[config.mk]
export PLATFORM = sky130hd
export DESIGN_NAME = wire_alu_bank
export DESIGN_NICKNAME = d
export VERILOG_FILES = /design/src/rtl/wire_alu_bank.sv
export SDC_FILE = /design/constraint.sdc
export NUM_CORES = 1
export LEC_CHECK = 0
export CORE_ASPECT_RATIO = 0.9
export CORE_MARGIN = 2
export CORE_UTILIZATION = 30
export DETAILED_ROUTE_END_ITERATION = 10
export GPL_TIMING_DRIVEN = 0
export PLACE_DENSITY = 0.59
export SYNTH_ARGS = -nofsm -noshare
export SYNTH_HDL_FRONTEND = slang
export SYNTH_SLANG_ARGS = --single-unit
[constraint.sdc]
create_clock -name okClk -period 14.01 [get_ports okClk]
set_input_delay 2.1015 -clock okClk [delete_from_list [all_inputs] [get_ports okClk]]
set_output_delay 2.1015 -clock okClk [all_outputs]
set_load 0.02 [all_outputs]
[src/rtl/wire_alu_bank.sv]
// Multi-channel operand capture + ALU bank behind FrontPanel wire/trigger endpoints.
// Each channel runs its own IDLE -> CAPT -> EXEC sequence started by a trigger pulse.
//
//  state  | meaning
//  -------+----------------------------------------------------------
//  S_IDLE | waiting for start; operands and mode captured on start
//  S_CAPT | compute (WIDTH+1)-bit intermediate from captured operands
//  S_EXEC | register result/ovf, update accumulator, pulse done
module wire_alu_bank #(
  parameter int NCH      = 2,
  parameter int WIDTH    = 32,
  parameter int CNT_W    = 16,
  parameter int SATURATE = 0
) (
  input  logic                   okClk,
  input  logic                   reset,
  input  logic [NCH*WIDTH-1:0]   op_a,
  input  logic [NCH*WIDTH-1:0]   op_b,
  input  logic [NCH*2-1:0]       mode,
  input  logic [NCH-1:0]         start,
  input  logic                   clear_missed,
  output logic [NCH*WIDTH-1:0]   result,
  output logic [NCH-1:0]         ovf,
  output logic [NCH-1:0]         busy,
  output logic [NCH-1:0]         done,
  output logic [NCH-1:0]         missed,
  output logic [NCH*CNT_W-1:0]   op_count
);

  typedef enum logic [1:0] {S_IDLE, S_CAPT, S_EXEC} state_t;

  localparam logic [1:0] M_ADD = 2'd0;
  localparam logic [1:0] M_SUB = 2'd1;
  localparam logic [1:0] M_ACC = 2'd2;
  localparam logic [1:0] M_CLR = 2'd3;

  for (genvar i = 0; i < NCH; i++) begin : g_ch
    state_t             state_q, state_d;
    logic [WIDTH-1:0]   cap_a, cap_b, acc_q, res_q, final_res;
    logic [1:0]         cap_mode;
    logic [WIDTH:0]     inter_q;
    logic               ovf_q, done_q, missed_q;
    logic [CNT_W-1:0]   cnt_q;

    always_comb begin
      state_d = state_q;
      case (state_q)
        S_IDLE:  if (start[i]) state_d = S_CAPT;
        S_CAPT:  state_d = S_EXEC;
        S_EXEC:  state_d = S_IDLE;
        default: state_d = S_IDLE;
      endcase
    end

    // Saturation direction follows the operation: borrow clamps low, carry clamps high.
    always_comb begin
      final_res = inter_q[WIDTH-1:0];
      if ((SATURATE != 0) && inter_q[WIDTH])
        final_res = (cap_mode == M_SUB) ? '0 : '1;
    end

    always_ff @(posedge okClk) begin
      if (reset) begin
        state_q  <= S_IDLE;
        cap_a    <= '0;
        cap_b    <= '0;
        cap_mode <= M_ADD;
        inter_q  <= '0;
        acc_q    <= '0;
        res_q    <= '0;
        ovf_q    <= 1'b0;
        done_q   <= 1'b0;
        missed_q <= 1'b0;
        cnt_q    <= '0;
      end else begin
        state_q <= state_d;
        done_q  <= 1'b0;

        if (start[i] && state_q != S_IDLE)
          missed_q <= 1'b1;
        else if (clear_missed)
          missed_q <= 1'b0;

        case (state_q)
          S_IDLE: begin
            if (start[i]) begin
              cap_a    <= op_a[i*WIDTH +: WIDTH];
              cap_b    <= op_b[i*WIDTH +: WIDTH];
              cap_mode <= mode[i*2 +: 2];
            end
          end
          S_CAPT: begin
            case (cap_mode)
              M_ADD:   inter_q <= {1'b0, cap_a} + {1'b0, cap_b};
              M_SUB:   inter_q <= {1'b0, cap_a} - {1'b0, cap_b};
              M_ACC:   inter_q <= {1'b0, acc_q} + {1'b0, cap_a};
              default: inter_q <= '0;
            endcase
          end
          S_EXEC: begin
            res_q  <= final_res;
            ovf_q  <= inter_q[WIDTH];
            done_q <= 1'b1;
            cnt_q  <= cnt_q + CNT_W'(1);
            if (cap_mode == M_ACC || cap_mode == M_CLR)
              acc_q <= final_res;
          end
          default: ;
        endcase
      end
    end

    assign result[i*WIDTH +: WIDTH]   = res_q;
    assign ovf[i]                     = ovf_q;
    assign busy[i]                    = (state_q != S_IDLE);
    assign done[i]                    = done_q;
    assign missed[i]                  = missed_q;
    assign op_count[i*CNT_W +: CNT_W] = cnt_q;
  end

endmodule

==> flow_metrics.env <==
export IMPL_async_flop_share_pct=0
export IMPL_critPathArrivalTime_ns=6.24
export IMPL_die_h_um=238
export IMPL_coreArea_sq_mm=0.0601
export IMPL_reg2reg_slack_ns=8.23
export IMPL_min_to="g_ch[1].res_q[4]$_SDFFE_PP0P_"
export IMPL_vias_per_cell=5.22
export IMPL_slew_headroom_pct=19.6
export IMPL_holdPathStages=2
export IMPL_criticalPathCategory="reg -> reg"
export IMPL_placement_io_buffers=239
export IMPL_rsz0062_at_grt="false"
export IMPL_postSynthAreaPerCell_sq_um=7.58
export IMPL_synth_ff_type="dfxtp_1"
export IMPL_antenna_found_initial=2
export IMPL_crit_path_end_kind="register"
export IMPL_tightest_slew_ns=1.18
export IMPL_cts_tree="yes"
export IMPL_fillCellCount=6284
export IMPL_dpl_hpwl_mm=53.0
export IMPL_worstReg2RegEnd="g_ch[0].inter_q[29]$_SDFFE_PP0N_"
export IMPL_synth_seq_cells=368
export IMPL_use_met2_pct=32.4
export IMPL_fmax_ghz=0.173
export IMPL_layout_nets=2914
export IMPL_ys_types=70
export IMPL_fin_tns_setup_ns=0
export IMPL_synthCells=2416
export IMPL_finalSetupViolCount=0
export IMPL_cts_repair_resized=0
export IMPL_ant_nets=0
export IMPL_power_density_mw_per_mm2=116
export IMPL_cp_max_fo=6
export IMPL_rows=85
export IMPL_status="finished, final reports clean"
export IMPL_h_tree_depth=2
export IMPL_wl_per_cell_um=19.2
export IMPL_dr_pass1_iters=5
export IMPL_clkTransAtPathRegs_ns=0.06
export IMPL_clock_latency_ns=0.61
export IMPL_grt_pass1_wl_mm=102
export IMPL_clkSinkCount=368
export IMPL_drc=0
export IMPL_cts_root_buf="clkbuf_16"
export IMPL_die_area_sq_mm=0.0630
export IMPL_fin_crit_sh_pct=41.3
export IMPL_grt_max_degree=15
export IMPL_area_delta_synth_final_pct=26.4
export IMPL_required_ns=14.47
export IMPL_diodes=0
export IMPL_skew_ns=0.0432
export IMPL_synth_edf_count=0
export IMPL_final_hold_violation_count=0
export IMPL_finalMaxSlewViolations=0
export IMPL_met1_usage_pct=30.5
export IMPL_seq_area_sq_mm=0.00737
export IMPL_postCtsSetupRepairBufs=0
export IMPL_reg2reg_depth=18
export IMPL_netlist_area_sq_mm=0.0183
export IMPL_holdBufCountCts=0
export IMPL_cts_max_path_buffers=3
export IMPL_routed_wl_mm=67.6
export IMPL_drv_cap=0
export IMPL_numCtsBuffers=42
export IMPL_grt_pass1_vias=17500
export IMPL_hold_path_startpoint="g_ch[1].res_q[4]$_SDFFE_PP0P_"
export IMPL_initial_utilization_pct=30.5
export IMPL_multi_input_area_sq_mm=0.0101
export IMPL_die_w_um=264
export IMPL_grt_overflow=0
export IMPL_peakVddDrop_mv=0.0718
export IMPL_drive_gt1_share_pct=3.77
export IMPL_place_ws_ns=8.43
export IMPL_pin_count=241
export IMPL_r2r_start="g_ch[0].cap_b[1]$_SDFFE_PP0P_"
export IMPL_num_vias=18300
export IMPL_min_period_ns=5.78
export IMPL_gr_max_usage_layer="met2"
export IMPL_setup_ws_ns=8.23
export IMPL_holdWs_ns=0.454
export IMPL_hold_path_class="reg -> reg"
export IMPL_p_leak_nw=8.48
export IMPL_place_congestion=0.932
export IMPL_ys_warn_count=0
export IMPL_synthesis_nets=2631
export IMPL_met3_usage_pct=3.24
export IMPL_critPathLaunchType="register"
export IMPL_gr_usage_all_layers_pct=20.9
export IMPL_yosysSeqAreaShare_pct=40.2
export IMPL_first_iter_violations=1733
-- kinds of logic (layout without fill, tap and decap cells) --
logic type / count (synthesis) / in the layout / share of synthesized area (%)
flops: 368 / 368 / 40.2
buf+inv: 219 / 533 / 4.70
simple gates: 932 / 932 / 21.6
fa+ha+maj: 78 / 78 / 5.41
xor+xnor: 83 / 83 / 3.97
compound gates: 736 / 736 / 24.1
-- Yosys cell counts, drive strengths merged (4+ instances only) --
cell	count	area [sq um]
a211oi	16	120
a21o	32	240
a21oi	377	1890
a221oi	5	43.8
a22o	37	324
a22oi	21	158
a31oi	19	119
a32oi	28	245
and2	8	50.1
and3	16	100
buf	21	103
clkbuf	133	509
dfxtp	368	7370
ha	76	951
inv	64	240
nand2	625	2350
nand2b	17	106
nand3	26	130
nand4	13	87.6
nor2	137	514
nor2b	8	50.1
nor3	37	190
nor3b	4	30.0
nor4	9	77.6
o211ai	5	37.5
o21a	8	60.1
o21ai	111	556
o21bai	7	52.6
o22ai	26	163
o31a	21	185
or2	4	25.0
or3	16	116
xnor2	44	385
xor2	39	342
-- where the power goes --
group          switching [W]  internal [W]
clock network       0.000492      0.000679
logic               0.000249      0.000148
registers          0.0000388       0.00108
-- registers in the layout, summed over array words and instances, names as in the netlist --
| register | cells |
|---|---|
| g_ch.acc_q | 64 |
| g_ch.cap_a | 64 |
| g_ch.cap_b | 64 |
| g_ch.cap_mode | 4 |
| g_ch.cnt_q | 32 |
| g_ch.done_q | 2 |
| g_ch.inter_q | 66 |
| g_ch.missed_q | 2 |
| g_ch.ovf_q | 2 |
| g_ch.res_q | 64 |
| g_ch.state_q | 4 |
-- area by class of cell --
cell class / count / share of cell area [%]
inverters: 64 / 1.04
multi-input cells: 1829 / 43.6
well taps: 783 / 4.23
plain buffers: 155 / 2.68
clock inverters: 25 / 1.42
repair buffers: 239 / 10.3
flip-flops and latches: 368 / 31.8
clock buffers: 50 / 4.89
-- layout by cell type (no fill, tap or decap), types with 37 or more instances in the layout --
master / instances
clkbuf_16: 42
xor2_1: 39
nand2_1: 625
clkbuf_1: 135
inv_1: 64
dfxtp_1: 368
o21ai_0: 101
a21oi_1: 377
a22o_1: 37
nor2_1: 137
xnor2_1: 44
clkdlybuf4s50_1: 239
ha_1: 76
-- metrics by stage --
stage / utilization [%] / std cells / total power, W / instance area, sq um
after floorplan: - / 2416 / 0.00137 / 18300
after global placement: 36.1 / 3438 / 0.00153 / 21700
after detailed placement: 36.1 / 3438 / 0.00153 / 21700
after CTS: 38.5 / 3513 / 0.00271 / 23100
after global routing: 38.5 / 3513 / 0.00279 / 23100
final: 38.5 / 3513 / 0.00269 / 23100
-- layer usage --
metal | up-vias | share of wire [%] | wire length, um
li1 | 8946 | - | -
met1 | 8779 | 49 | 33200
met2 | 554 | 43 | 28900
met3 | 67 | 6.5 | 4420
met4 | 0 | 1.7 | 1150
met5 | - | 0 | 0
-- worst max-delay path, stage by stage (launching register included) --
cell	delay (ns)
dfxtp_1	0.33
inv_1	0.10
ha_1	0.22
or3b_1	0.48
nor3_2	0.39
nand2_1	0.13
nand4b_1	0.28
or3_1	0.44
a32oi_1	0.22
o22ai_1	0.14
ha_1	0.35
nand2_1	0.09
or3_1	0.37
a2111oi_0	0.99
nor2_1	0.36
o21ai_0	0.29
o21ai_1	0.13
xnor2_1	0.16
a22o_1	0.18
-- worst max path at each step --
stage,slack (ns),cells after the start,startpoint,end
floorplan,9.63,21,g_ch[0].cap_b[1]$_SDFFE_PP0P_,g_ch[0].inter_q[31]$_SDFFE_PP0N_
global placement,8.49,18,g_ch[0].cap_b[1]$_SDFFE_PP0P_,g_ch[0].inter_q[29]$_SDFFE_PP0N_
detailed placement,8.43,18,g_ch[0].cap_b[1]$_SDFFE_PP0P_,g_ch[0].inter_q[29]$_SDFFE_PP0N_
CTS,8.38,18,g_ch[0].cap_b[1]$_SDFFE_PP0P_,g_ch[0].inter_q[29]$_SDFFE_PP0N_
global route,7.85,18,g_ch[0].cap_b[1]$_SDFFE_PP0P_,g_ch[0].inter_q[29]$_SDFFE_PP0N_
finish,8.23,18,g_ch[0].cap_b[1]$_SDFFE_PP0P_,g_ch[0].inter_q[29]$_SDFFE_PP0N_
(Power assumes the default switching activity.)
